===== src/rtl/shift_pkg.sv =====
`default_nettype none
// ============================================================================
// Module      : shift_pkg
// Description : Shared types and constants for the multi-mode sequential
//               shifter (mode and state encodings, mode field width).
// Revision    : 1.0 - initial release
// ============================================================================
package shift_pkg;

    localparam int MODE_W = 3;

    // Shift mode encoding; codes 5..7 are reserved and pass data through.
    typedef enum logic [MODE_W-1:0] {
        SH_LSL = 3'd0,
        SH_LSR = 3'd1,
        SH_ASR = 3'd2,
        SH_ROL = 3'd3,
        SH_ROR = 3'd4
    } shift_mode_e;

    typedef enum logic [1:0] {
        ST_IDLE  = 2'd0,
        ST_SHIFT = 2'd1,
        ST_DONE  = 2'd2
    } shift_state_e;

    // True for the reserved mode codes, which skip the SHIFT state entirely.
    function automatic logic mode_is_reserved(input logic [MODE_W-1:0] mode);
        return (mode > 3'(SH_ROR));
    endfunction

endpackage
`default_nettype wire


===== src/rtl/shift_step.sv =====
`default_nettype none
// ============================================================================
// Module      : shift_step
// Description : Purely combinational single-bit shift/rotate step. Produces
//               the next work value and the bit that leaves the word.
// Revision    : 1.0 - initial release
// ============================================================================
module shift_step
    import shift_pkg::*;
#(
    parameter int N = 8
) (
    input  logic [N-1:0]      data,
    input  logic [MODE_W-1:0] mode,
    output logic [N-1:0]      next_data,
    output logic              out_bit
);

    // One-position move in the selected direction with the mode's fill rule.
    always_comb begin
        next_data = data;
        out_bit   = 1'b0;
        case (mode)
            SH_LSL: begin
                next_data = {data[N-2:0], 1'b0};
                out_bit   = data[N-1];
            end
            SH_LSR: begin
                next_data = {1'b0, data[N-1:1]};
                out_bit   = data[0];
            end
            SH_ASR: begin
                next_data = {data[N-1], data[N-1:1]};
                out_bit   = data[0];
            end
            SH_ROL: begin
                next_data = {data[N-2:0], data[N-1]};
                out_bit   = data[N-1];
            end
            SH_ROR: begin
                next_data = {data[0], data[N-1:1]};
                out_bit   = data[0];
            end
            default: begin
                next_data = data;
                out_bit   = 1'b0;
            end
        endcase
    end

endmodule
`default_nettype wire


===== src/rtl/shift_unit.sv =====
`default_nettype none
// ============================================================================
// Module      : shift_unit
// Description : Multi-mode sequential shifter (LSL/LSR/ASR/ROL/ROR), one bit
//               position per clock, valid/ready on both request and result.
//               Optional macro SHIFT_CARRY_EN adds the registered out_carry
//               output holding the last departing bit.
// Revision    : 1.0 - initial release
// ============================================================================
module shift_unit
    import shift_pkg::*;
#(
    parameter  int N = 8,
    localparam int A = $clog2(N)
) (
    input  logic              clk,
    input  logic              rst_n,
    input  logic              in_valid,
    output logic              in_ready,
    input  logic [N-1:0]      in_data,
    input  logic [MODE_W-1:0] in_mode,
    input  logic [A-1:0]      in_amt,
    output logic              out_valid,
    input  logic              out_ready,
    output logic [N-1:0]      out_data,
    output logic              busy
`ifdef SHIFT_CARRY_EN
    ,
    output logic              out_carry
`endif
);

    shift_state_e      r_state;
    shift_state_e      w_state_nxt;
    logic [N-1:0]      r_work;
    logic [MODE_W-1:0] r_mode;
    logic [A-1:0]      r_count;
    logic [N-1:0]      w_step_data;
    logic              w_step_bit;
    logic              w_accept;
    logic              w_skip;

    // in_ready is gated by rst_n so every output reads 0 while reset is held.
    assign in_ready  = (r_state == ST_IDLE) & rst_n;
    assign out_valid = (r_state == ST_DONE);
    assign busy      = (r_state != ST_IDLE);
    assign out_data  = r_work;
    assign w_accept  = in_valid & in_ready;
    assign w_skip    = (in_amt == '0) | mode_is_reserved(in_mode);

    shift_step #(
        .N (N)
    ) u_step (
        .data      (r_work),
        .mode      (r_mode),
        .next_data (w_step_data),
        .out_bit   (w_step_bit)
    );

    // State register.
    always_ff @(posedge clk or negedge rst_n) begin
        if (!rst_n) begin
            r_state <= ST_IDLE;
        end else begin
            r_state <= w_state_nxt;
        end
    end

    // Next-state: zero amounts and reserved modes bypass SHIFT.
    always_comb begin
        w_state_nxt = r_state;
        case (r_state)
            ST_IDLE: begin
                if (w_accept) begin
                    w_state_nxt = w_skip ? ST_DONE : ST_SHIFT;
                end
            end
            ST_SHIFT: begin
                if (r_count == A'(1)) begin
                    w_state_nxt = ST_DONE;
                end
            end
            ST_DONE: begin
                if (out_ready) begin
                    w_state_nxt = ST_IDLE;
                end
            end
            default: w_state_nxt = ST_IDLE;
        endcase
    end

    // Work register, latched mode and remaining-step counter.
    always_ff @(posedge clk or negedge rst_n) begin
        if (!rst_n) begin
            r_work  <= '0;
            r_mode  <= '0;
            r_count <= '0;
        end else if (w_accept) begin
            r_work  <= in_data;
            r_mode  <= in_mode;
            r_count <= in_amt;
        end else if (r_state == ST_SHIFT) begin
            r_work  <= w_step_data;
            r_count <= r_count - 1'b1;
        end
    end

`ifdef SHIFT_CARRY_EN
    logic r_carry;

    assign out_carry = r_carry;

    // Carry tracks the bit leaving the word on each step; cleared on accept.
    always_ff @(posedge clk or negedge rst_n) begin
        if (!rst_n) begin
            r_carry <= 1'b0;
        end else if (w_accept) begin
            r_carry <= 1'b0;
        end else if (r_state == ST_SHIFT) begin
            r_carry <= w_step_bit;
        end
    end
`else
    logic w_unused_bit;

    assign w_unused_bit = w_step_bit;
`endif

endmodule
`default_nettype wire

===== config.mk =====
export PLATFORM = sky130hd
export DESIGN_NAME = shift_unit
export DESIGN_NICKNAME = d
export VERILOG_FILES = /design/src/rtl/shift_pkg.sv /design/src/rtl/shift_step.sv /design/src/rtl/shift_unit.sv
export SDC_FILE = /design/constraint.sdc
export NUM_CORES = 1
export LEC_CHECK = 0
export ABC_CLOCK_PERIOD_IN_PS = 1800
export CAP_MARGIN = 25
export CORE_MARGIN = 2
export CORE_UTILIZATION = 40
export DETAILED_ROUTE_END_ITERATION = 16
export GPL_ROUTABILITY_DRIVEN = 0
export HOLD_SLACK_MARGIN = 0.15
export PLACE_DENSITY = 0.76
export SLEW_MARGIN = 20
export SYNTH_ARGS = -nofsm -noshare
export SYNTH_HDL_FRONTEND = slang
export SYNTH_SLANG_ARGS = --single-unit

===== constraint.sdc =====
create_clock -name clk -period 1.8 [get_ports clk]
set_clock_uncertainty 0.1 [all_clocks]
set_input_delay 0.27 -clock clk [delete_from_list [all_inputs] [get_ports clk]]
set_output_delay 0.27 -clock clk [all_outputs]
set_load 0.01 [all_outputs]

**After elaboration in Yosys (flattened, before gate mapping)**

Cells that the tools add are included.

- Add/subtract/negate cells: 1
- Magnitude comparators: 1
- Eq/ne operators: 11
- Multiplexer cells: 10
- Bitwise operators: 3
- Reductions and logical operators: 10

Operators by type and width:

| kind | number |
|---|---|
| $pmux 8 s5 | 1 |
| $mux 8 | 2 |
| $mux 2 | 4 |
| $eq 3x1->1 const B | 2 |
| $eq 3x2->1 const B | 2 |
| $logic_not 3->1 | 2 |
| $mux 3 | 2 |
| $ne 2x2->1 const B | 3 |
| $pmux 2 s3 | 1 |
| $reduce_and 3->1 | 2 |
| $reduce_bool 6->1 | 1 |
| $reduce_bool 5->1 | 1 |
| $reduce_bool 2->1 | 2 |
| $eq 3x3->1 const B | 1 |
| $gt 3x3->1 const B | 1 |
| $sub 3x1->3 const B | 1 |
| $and 1x1->1 | 2 |
| $eq 2x1->1 const B | 1 |
| $eq 2x2->1 const B | 1 |
| $logic_not 2->1 | 1 |
| $ne 2x1->1 const B | 1 |
| $reduce_and 2->1 | 1 |
| $or 1x1->1 | 1 |

- Bits in registers: 16
- Output and inout bits: 11
- Word-level logic and storage cells: 41

**Longest topological paths before layout**

- Depth after elaboration: 5
- Mapped depth: 5
- Gate-level depth less buffers: 5

**Cells and area by module**

Synthesis repeated with hierarchy kept, for this count alone.

- Cells, all modules: 112
- Area, all modules: 1119.8 um^2

By module, submodules not included:

| module | instances | cells an instance | area each (um^2) | sequential area each (um^2) |
|---|---|---|---|---|
| shift_unit | 1 | 68 | 788.3 | 400.4 |
| shift_step | 1 | 44 | 331.6 | 0.0 |

**Worst setup path before layout**

OpenSTA, ideal clock, no wires.

- Path type: register to register
- Start point: reg r_state[0]
- End point: reg r_mode[1]
- Arrival: 1364 ps
- Required time: 1573 ps
- Path slack: 208 ps
- Stages on the path, launching flop included: 5
- Cells stage by stage: dfrtp_1 > nor3b_2 > and2_4 > buf_4 > mux2_1

- Cells in the longest elaborated chain, start to end: 3

Ends and longest elaborated chain:

| what | line | source |
|---|---|---|
| from (decl) | shift_unit.sv:33 | `shift_state_e r_state;` |
| from (signal assigned) | shift_unit.sv:65 | `r_state <= w_state_nxt;` |
| $logic_not 2->1 | shift_unit.sv:44 | `assign in_ready = (r_state == ST_IDLE) & rst_n;` |
| $and 1x1->1 | shift_unit.sv:44 |  |
| via in_ready | shift_unit.sv:19 | `output logic in_ready,` |
| $and 1x1->1 | shift_unit.sv:48 | `assign w_accept = in_valid & in_ready;` |
| to (signal assigned) | shift_unit.sv:100 | `r_mode <= in_mode;` |
| to (decl) | shift_unit.sv:36 | `logic [MODE_W-1:0] r_mode;` |

The timed path passes the listed nets, and every way through them passes these cells.
A chain may end at the register's enable or synchronous reset.

**Worst setup path in the final report**

- Start point: reg r_work[1], in the netlist out_data[1]
- End point: out out_data[1]

RTL lines:

| what | line | source |
|---|---|---|
| from (decl) | shift_unit.sv:35 | `logic [N-1:0] r_work;` |
| from (signal assigned) | shift_unit.sv:99 | `r_work <= in_data;` |
| from (signal assigned) | shift_unit.sv:103 | `r_work <= w_step_data;` |
| to (decl) | shift_unit.sv:25 | `output logic [N-1:0] out_data,` |

No word-level cell between the ends.

==> qor.txt <==
Worst hold slack: 0.295 ns
Yosys top cell area share: 39.4%
First-pass GRT wire length: 4050 um
Max-cap viol count: 0
CTS buffer count: 3
CP Buf/Inv Count: 1
# setup viols final: 0
Yosys warning total: 0
CP endpoint kind: output port
Fin crit period: 1.71 ns
Top cells by area, synth: dfrtp_1, a221o_1, nand2_1
Power per cell area: 1690 nW/um2
Post-Syn Instances: 108
Largest net degree at the start of global routing: 17
Post-DR wirelength/cell: 15.0 um
Xor/xnor share of the synthesized area: 2.58%
Core Box Area: 2430 um2
Synthesis-to-layout area growth: 39.7%
Clock sinks: 16
Startpoint Class: flop
Vias in the first global route: 911
Die width: 54.4 um
Simple-gate share of the synthesized area: 14.0%
Total power of the final layout: 2.41 mW
Final instance area: 1420 um2
Hold Fails Final Rpt: 0
Main combinational cell family by area after synthesis: compound AO/OA/AOI/OAI gates
Post-Syn Nets: 128
Die height: 54.4 um
GRT Util Overall: 19.5%
Crit-path cells: clkdlybuf4s50_1
Synth Area in Adders: 2.46%
Drt drc: 0
Synthesized flop and latch total: 16
Placed inst area: 1380 um2
Leak pwr: 0.613 nW
Final ANT Viol Nets: 0
Later-pin clock latency in the skew report: 0.29 ns
Fraction of the mapped netlist area in compound gates: 29.8%
Vias post-DR: 975
Syn Area/Cell: 9.42 um2
CP max stage cell: clkdlybuf4s50_1
Nets: 166
Unique masters post-synth: 35
Worst-path clk slew: 0.10 ns
CTS hold repair buffers: 0
Mean number of vias per cell: 5.60
Fmax: 584 MHz
Remaining Overflow, GRT: 0
Commonest cells after routing, fill and taps aside: clkdlybuf4s50_1, dfrtp_1, nand2_1
Ant. Diodes: 0
Slew @ Worst Pin: 0.391 ns
Initial core utilization: 41.8%
Max stage delay on crit path: 0.58 ns
CTS Root Cell: clkbuf_4
Die area: 2960 um2
Antenna violations before repair: 0
RSZ-0062 raised after global routing: false
Critical path arrival: 1.34 ns
Iter 0 DRT Violations: 13
Commonest non-fill, non-tap cell in the layout: clkdlybuf4s50_1
Crit Path Class: flop to output port
Worst slew margin: 73.7%
Drt first pass iters: 4
Area leader, netlist: dfrtp_1
H-Tree Depth: 1
Crit-path leading delay family: buffers and inverters
Hold Crit Class: input port to async pin
Status: completed
Crit path required time: 1.43 ns
Seq/Total Area, Yosys: 39.4%
Mapped Area: 1020 um2
Layout fillers: 221
Clk buf depth: 2
Worst vdd ir: 0.891 mV
Share of cells above drive strength 1: 16.7%
CTS tree: built
FP Rows: 18
IO Count: 29
Proportion of synthesized area in mux cells: 5.41%
Final cycle utilization of the critical path: 95.1%
Worst Path Max Fanout: 6
IO buf count: 28
Detailed Route WL: 2610 um
Detailed Place HPWL: 2020 um
Fin. max-slew vios: 0
==> logic make-up (layout without fill, tap and decap cells) <==
family / Yosys count / after routing
multiplexers: 5 / 5
buffers and inverters: 14 / 50
AND/OR/NAND/NOR: 28 / 28
XOR/XNOR: 3 / 3
flip-flops: 16 / 16
adder cells (fa/ha/maj): 2 / 2
AO/OA/AOI/OAI: 40 / 40
==> through the flow <==
| step | instances | setup TNS [ns] | setup slack, ns | utilization [%] |
|---|---|---|---|---|
| 2_1_floorplan | 108 | 0 | 0.208 | - |
| 3_3_place_gp | 169 | -0.533 | -0.134 | 56.7 |
| 5_1_grt | 174 | 0 | 0.0175 | 58.4 |
| 4_1_cts | 172 | 0 | 0.0143 | 57.7 |
| 6_report | 174 | 0 | 0.0880 | 58.4 |
| 3_5_place_dp | 169 | -0.739 | -0.131 | 56.7 |
==> final cells by class <==
class | instances | area, um2 | area share [%]
repair buffers | 39 | 377 | 26.5
clock buffers | 3 | 22.5 | 1.58
flip-flops and latches | 16 | 403 | 28.3
well taps | 30 | 37.5 | 2.64
inverters | 8 | 30.0 | 2.11
multi-input cells | 78 | 552 | 38.8
==> per-layer routing <==
| metal | GRT usage, % | share of wire, % | vias to the layer above |
|---|---|---|---|
| li1 | - | - | 470 |
| met1 | 21.8 | 41 | 468 |
| met2 | 35.5 | 51 | 31 |
| met3 | 4.92 | 5.5 | 6 |
| met4 | 6.67 | 2.1 | 0 |
| met5 | 0 | 0 | - |
==> repair_timing <==
item | CTS | global route
gates resized for setup | 3 | 2
buffers inserted | 0 | 2
setup endpoints to repair | 2 | 3
==> path summary, 6_finish.rpt <==
kind	to	slack [ns]	cells past startpoint	startpoint
min in group clk	r_state[0]	0.39	1	r_state[1]
max reg2reg	out_data[4]	0.17	5	r_state[1]
max	out_data[1]	0.09	1	out_data[1]
min reg2reg	r_state[0]	0.39	1	r_state[1]
max in group asynchronous	r_state[0]	1.09	2	rst_n
min	out_data[1]	0.30	2	rst_n
==> state kept, by name, indices dropped and copies added, names as in the netlist <==
| register | count |
|---|---|
| r_mode | 3 |
| r_state | 2 |
| out_data | 8 |
| r_count | 3 |
==> synth_stat cells, drive strengths merged <==
library cell  count
o21ai             7
a2111oi           1
o311ai            1
o21a              1
xnor2             1
dfrtp            16
a21oi             6
inv               8
and2b             1
a221o             6
nand2b            3
mux2              4
buf               6
mux2i             1
o31ai             4
a21o              3
a221oi            5
xor2              2
and2              1
a22oi             1
nor3b             1
o211ai            1
nor2b             3
o22ai             2
or2               1
nand2            13
ha                2
nor2              5
a211oi            2
==> where the power goes <==
part           switching, mW  total [mW]  internal (mW)
registers              0.239       0.780          0.541
clock network          0.115       0.193         0.0778
logic                  0.682        1.43          0.750
total                   1.04        2.41           1.37
No activity file was read; power rests on OpenSTA's default activity.
